### src/rtl/bit_population_generator.sv
// bit_population_generator
//
// Builds a WIDTH-bit word that holds exactly N ones, or as many as the
// mask allows. The ones go at the lowest-indexed set positions of a
// position mask. The scan examines one bit per clock.
//
// A request is accepted with a ready/valid handshake. The result is
// announced with a one-cycle strobe.
//
// Ports:
//   clk_i       clock
//   rst_n_i     asynchronous active-low reset
//   data_val_i  request valid (only taken while ready_o=1)
//   data_i      requested population count N (CW bits, unsigned)
//   mask_i      allowed bit positions, sampled with the request
//   ready_o     idle and able to accept a request
//   data_val_o  one-cycle result strobe
//   data_o      generated word (held until the next result)
//   count_o     number of ones actually placed
//   sat_o       N exceeded the population available in the mask
module bit_population_generator #(
  parameter int WIDTH = 32,
  parameter int CW    = $clog2(WIDTH) + 2
) (
  input  logic             clk_i,
  input  logic             rst_n_i,
  input  logic             data_val_i,
  input  logic [CW-1:0]    data_i,
  input  logic [WIDTH-1:0] mask_i,
  output logic             ready_o,
  output logic             data_val_o,
  output logic [WIDTH-1:0] data_o,
  output logic [CW-1:0]    count_o,
  output logic             sat_o
);

  localparam int IW = $clog2(WIDTH);

  typedef enum logic {
    IDLE = 1'b0,
    SCAN = 1'b1
  } state_t;

  state_t           state_q, state_d;
  logic [CW-1:0]    req_q, req_d;
  logic [WIDTH-1:0] mask_q, mask_d;
  logic [WIDTH-1:0] word_q, word_d;
  logic [CW-1:0]    placed_q, placed_d;
  logic [IW-1:0]    idx_q, idx_d;
  logic             val_q, val_d;
  logic [WIDTH-1:0] dout_q, dout_d;
  logic [CW-1:0]    count_q, count_d;
  logic             sat_q, sat_d;

  // Contribution of the bit under examination this cycle.
  logic             take_bit;
  logic [WIDTH-1:0] scan_word;
  logic [CW-1:0]    scan_placed;

  assign take_bit    = mask_q[idx_q] && (placed_q < req_q);
  assign scan_word   = word_q | (WIDTH'(take_bit) << idx_q);
  assign scan_placed = placed_q + CW'(take_bit);

  always_comb begin
    state_d  = state_q;
    req_d    = req_q;
    mask_d   = mask_q;
    word_d   = word_q;
    placed_d = placed_q;
    idx_d    = idx_q;
    val_d    = 1'b0;
    dout_d   = dout_q;
    count_d  = count_q;
    sat_d    = sat_q;

    case (state_q)
      IDLE: begin
        if (data_val_i) begin
          req_d    = data_i;
          mask_d   = mask_i;
          word_d   = '0;
          placed_d = '0;
          idx_d    = '0;
          if (data_i == '0) begin
            // A zero request needs no scan: answer on the accept edge.
            val_d   = 1'b1;
            dout_d  = '0;
            count_d = '0;
            sat_d   = 1'b0;
          end else begin
            state_d = SCAN;
          end
        end
      end
      SCAN: begin
        word_d   = scan_word;
        placed_d = scan_placed;
        idx_d    = idx_q + IW'(1);
        // Stop once the target is met, or after the last position.
        // This is the edge that publishes the result.
        if ((scan_placed == req_q) || (idx_q == IW'(WIDTH - 1))) begin
          state_d = IDLE;
          val_d   = 1'b1;
          dout_d  = scan_word;
          count_d = scan_placed;
          sat_d   = (req_q > scan_placed);
        end
      end
      default: state_d = IDLE;
    endcase
  end

  always_ff @(posedge clk_i or negedge rst_n_i) begin
    if (!rst_n_i) begin
      state_q  <= IDLE;
      req_q    <= '0;
      mask_q   <= '0;
      word_q   <= '0;
      placed_q <= '0;
      idx_q    <= '0;
      val_q    <= 1'b0;
      dout_q   <= '0;
      count_q  <= '0;
      sat_q    <= 1'b0;
    end else begin
      state_q  <= state_d;
      req_q    <= req_d;
      mask_q   <= mask_d;
      word_q   <= word_d;
      placed_q <= placed_d;
      idx_q    <= idx_d;
      val_q    <= val_d;
      dout_q   <= dout_d;
      count_q  <= count_d;
      sat_q    <= sat_d;
    end
  end

  assign ready_o    = (state_q == IDLE);
  assign data_val_o = val_q;
  assign data_o     = dout_q;
  assign count_o    = count_q;
  assign sat_o      = sat_q;

endmodule

### config.mk
export PLATFORM = sky130hd
export DESIGN_NAME = bit_population_generator
export DESIGN_NICKNAME = d
export VERILOG_FILES = /design/src/rtl/bit_population_generator.sv
export SDC_FILE = /design/constraint.sdc
export NUM_CORES = 1
export LEC_CHECK = 0
export CAP_MARGIN = 25
export CORE_UTILIZATION = 50
export CTS_CLUSTER_DIAMETER = 30
export DETAILED_ROUTE_END_ITERATION = 10
export PLACE_DENSITY = 0.76
export SLEW_MARGIN = 20
export SYNTH_ARGS = -nofsm -noshare
export SYNTH_HDL_FRONTEND = slang
export SYNTH_SLANG_ARGS = --single-unit
### constraint.sdc
create_clock -name clk_i -period 7 [get_ports clk_i]
set_clock_uncertainty 0.15 [all_clocks]
set_input_delay 1.4 -clock clk_i [delete_from_list [all_inputs] [get_ports clk_i]]
set_output_delay 1.4 -clock clk_i [all_outputs]
set_load 0.05 [all_outputs]
==> flow_summary.rst <==
.. list-table::
   :header-rows: 1

   * - Metric
     - Value
   * - Routability congestion estimate from global placement
     - just under 0.9
   * - I/O pins
     - 84
   * - Hold path depth
     - 2
   * - Later-pin clock latency in the skew report
     - between 0.4 and 0.5 ns
   * - Post-DP Area
     - around 6600 sq um
   * - Residual antenna-violating net count after detailed routing
     - 0
   * - DR WL/cell
     - 17.3 um
   * - Nature of the critical path endpoint
     - flip-flop
   * - Most frequent cells in the layout
     - nand2_1, dfrtp_1, clkdlybuf4s50_1
   * - Total via count after detailed routing
     - between 4,000 and 5,000
   * - Reg2Reg Setup Slack
     - roughly 1.6 ns
   * - Parity-gate share of the synthesized area counting xor and xnor cells
     - 0.925%
   * - Setup violators final
     - 0
   * - Rel. slew slack
     - between 30% and 40%
   * - Cell area after layout
     - 7160 sq um
   * - Hold/Removal Path Class
     - flip-flop to flip-flop
   * - Pin count of the biggest net entering global routing
     - 75
   * - Max incr delay on CP
     - about 0.62 ns
   * - Max-capacitance violation count
     - 0
   * - Status
     - completed
   * - Cell Chain, Critical Path
     - buf_4, mux2i_1, mux4_2, and3_1, a2111oi_4, buf_4, and2_1, ha_1, ha_1, nand3_1, xor2_1, ha_1, nand3_1, o21ai_0, nor2_1, or2_2, a22oi_1, o31ai_1
   * - Signal arrival time at the worst endpoint
     - between 5 and 6 ns
   * - Total Nets Final
     - 700
   * - Synthesized-area fraction occupied by adder cells
     - 3.74%
   * - Asr flop ratio synth
     - 100%
   * - Multiplexer area fraction after synthesis
     - under 10%
   * - Synthesized Nets
     - 625
   * - Count of inserted antenna diode cells
     - 0
   * - Leakage power summed over all cells
     - roughly 3.2 nW
   * - Power density relative to cell area
     - roughly 450 nW/um^2
   * - Worst IR drop on VDD
     - 0.000206 V
   * - Met3 Usage GRT
     - around 4.2%
   * - Tcrit/Tclk final
     - approximately 77%
   * - Count of unresolved DRC violations after routing
     - 0
   * - Aggregate global-route resource usage
     - about a quarter
   * - Shortest clock period the worst path allows after layout
     - 5.39 ns
   * - F_max
     - approximately 0.19 GHz
   * - Via count of the first global-routing pass
     - ~4,500
   * - Yosys warning count
     - 0
   * - Dominant combinational cell family by area after synthesis
     - simple AND/OR/NAND/NOR gates
   * - CP required
     - 7.13 ns
   * - Fraction of final layout cells with drive strength greater than 1
     - under 10%
   * - Top flip-flop cell by instance count after synthesis
     - dfrtp_1
   * - Cell count after synthesis
     - roughly 570
   * - Antenna violations before repair
     - 0
   * - Core footprint
     - around 11,000 sq um
   * - Setup TNS Final
     - 0 ns
   * - Number of buffers added on ports
     - just over 80
   * - Startpoint of the most critical setup path
     - idx_q[1]$_DFFE_PN0P_
   * - Area delta synth->final
     - 26.1%
   * - Unique cell type count in the Yosys netlist
     - 39
   * - Post-route worst hold slack
     - ~0.32 ns
   * - Total placed cells including tap cells
     - 762
   * - Number of failing hold endpoints at the final stage
     - 0
   * - Sequential element share of the synthesized area
     - a little under three fifths
   * - Critical-path top delay cell
     - or2_2
   * - Top cell type by total area after synthesis
     - dfrtp_1
   * - Clock buffers created by TritonCTS
     - 17
   * - Mean post-synth cell area
     - around 10 sq um
   * - Total number of H-tree levels
     - 4
   * - Clock sink count
     - between 100 and 150
   * - Least-Margin Pin Slew
     - 0.902 ns
   * - Buffer type at the clock tree root
     - clkbuf_16
   * - Setup Crit Path Kind
     - flip-flop to flip-flop
   * - Number of gates resized after cts
     - 0
   * - Startpoint type of the worst setup path
     - flip-flop
   * - Non-filler cells in the finished layout
     - just under 800
   * - Layout filler cell count
     - approximately 850
   * - Buffers from clock root to sink, at most
     - 2
   * - Count of flip-flops with a built-in enable after synthesis
     - 0
   * - Busiest layer in global routing
     - met2
   * - Simple logic cell fraction of the synthesized area
     - between 15 and 20%
   * - Setup Buffers After CTS
     - 0
   * - Y dimension of the die
     - 109 um
   * - Area share of the largest cell type after synthesis
     - 55.1%
   * - Crit Reg-Reg Startpoint
     - idx_q[1]$_DFFE_PN0P_
   * - Maximum fanout count along the critical path
     - about 40
   * - Setup repair after global routing missed its margin
     - false
   * - CTS tree
     - done
   * - DRT iter0 DRCs
     - around 300
   * - Met2 track utilization from global routing
     - 41.2%
   * - Number of vias per cell after detailed routing
     - approximately 5.8
   * - Util after Layout
     - between 60% and 70%
   * - Max Slew Vio Count
     - 0
   * - Detailed Routing Iterations Pass 1
     - 5
   * - Hold_sp
     - mask_q[0]$_DFFE_PN0P_
   * - Row cnt
     - 38
   * - Hold Buf Count CTS
     - 0
   * - Detailed-placement wirelength estimate
     - slightly above 9000 um
   * - Top cells by area in the synthesized netlist
     - dfrtp_1, nand2_1, o21ai_0
   * - First-pass GRT wire length
     - 22,500 um
   * - Total wire length after detailed routing
     - 13,700 um
   * - Clock transition at the registers of the reported paths
     - ~0.060 ns
   * - Total of flip-flops plus latches after synthesis
     - 125
   * - Overall die area
     - 11,800 sq um
   * - Initial standard-cell utilization of the core
     - about half
   * - End point of the critical path
     - data_o[15]$_DFFE_PN0P_
   * - Path depth of the worst reg2reg path
     - 18
   * - Met1 GRT Util
     - between 30% and 40%
   * - Aggregate global routing overflow
     - 0
   * - Die width
     - roughly 110 um
   * - Cell area after synthesis
     - around 5700 sq um
   * - Leading cell type in the layout, fill and taps excluded
     - nand2_1
   * - Top cell by count, worst path
     - ha_1
   * - Reg-to-Reg End
     - data_o[15]$_DFFE_PN0P_
   * - Synthesized-area fraction occupied by ao, oa, aoi and oai cells
     - roughly 15%
[through the flow]
step	total power [W]	setup WS, ns
floorplan	0.00198	2.46
global placement	0.00229	1.93
detailed placement	0.00236	1.69
CTS	0.00321	1.63
global route	0.00338	1.32
finish	0.00320	1.61
[synthesized netlist by cell type (all sizes together), types with 3 or more instances]
cell type and instances:
a21o 4, a21oi 6, a22o 9, a22oi 32, and2 3, and3 4, buf 6, clkbuf 27
dfrtp 125, ha 17, inv 12, mux2i 16, mux4 4, nand2 158, nand2b 5, nand3 20
nand4 3, nor2 10, nor2b 6, o21ai 73, o22ai 7, o31ai 4, or2 3, xor2 4
[critical path: cells and delay by family, from the launching register on]
family | cells | cell delay (ns)
AOI/OAI and AO/OA | 4 | 1.03
and+or+nand+nor | 6 | 1.36
DFF | 1 | 0.61
adders and majority gates | 3 | 0.73
xor gates and xnor gates | 1 | 0.19
muxes | 2 | 0.54
buffers and inverters | 2 | 0.62
[cells by family (layout without fill, tap and decap cells)]
family	after synthesis	after routing
xor+xnor	6	6
mux	20	20
fa+ha+maj	17	17
simple gates	214	214
buf+inv	45	133
compound gates	139	139
flops	125	125
[sequential cells by signal (all words and copies together), names as in the netlist]
signal	cells
data_o	32
mask_q	32
word_q	32
count_o	7
placed_q	7
req_q	7
idx_q	5
data_val_o	1
sat_o	1
state_q	1
[worst min-delay path by stage]
stage	end	slack [ns]
final	mask_q[0]$_DFFE_PN0P_	0.32
after CTS	mask_q[0]$_DFFE_PN0P_	0.33
after global routing	word_q[0]$_DFFE_PN0P_	0.36
after global placement	mask_q[20]$_DFFE_PN0P_	0.31
after floorplan	mask_q[0]$_DFFE_PN0P_	0.29
after detailed placement	mask_q[0]$_DFFE_PN0P_	0.31
[metal layers]
metal  share of wire [%]  vias to the layer above  wire [um]
met3                 6.4                       18        880
met2                  49                      193       6800
met5                   0                        -          0
met1                  43                     2260       5900
li1                    -                     2122          -
met4                 1.2                        0        158
[cell type report]
class / instances / area [sq um] / share of cell area (%)
multi-input combinational: 396 / 2360 / 32.9
tap: 140 / 175 / 2.44
clock inverter: 15 / 138 / 1.92
clock buffer: 17 / 425 / 5.94
inverter: 12 / 45.0 / 0.629
sequential: 125 / 3130 / 43.7
timing repair buffer: 89 / 893 / 12.5
[power by group]
part | leakage, nW | switching, W | internal (W)
registers | 1.66 | 0.000179 | 0.000921
logic | 1.30 | 0.000816 | 0.000453
clock network | 0.276 | 0.000337 | 0.000493
total | 3.24 | 0.00133 | 0.00187
Power figures use the tool's default switching activity.
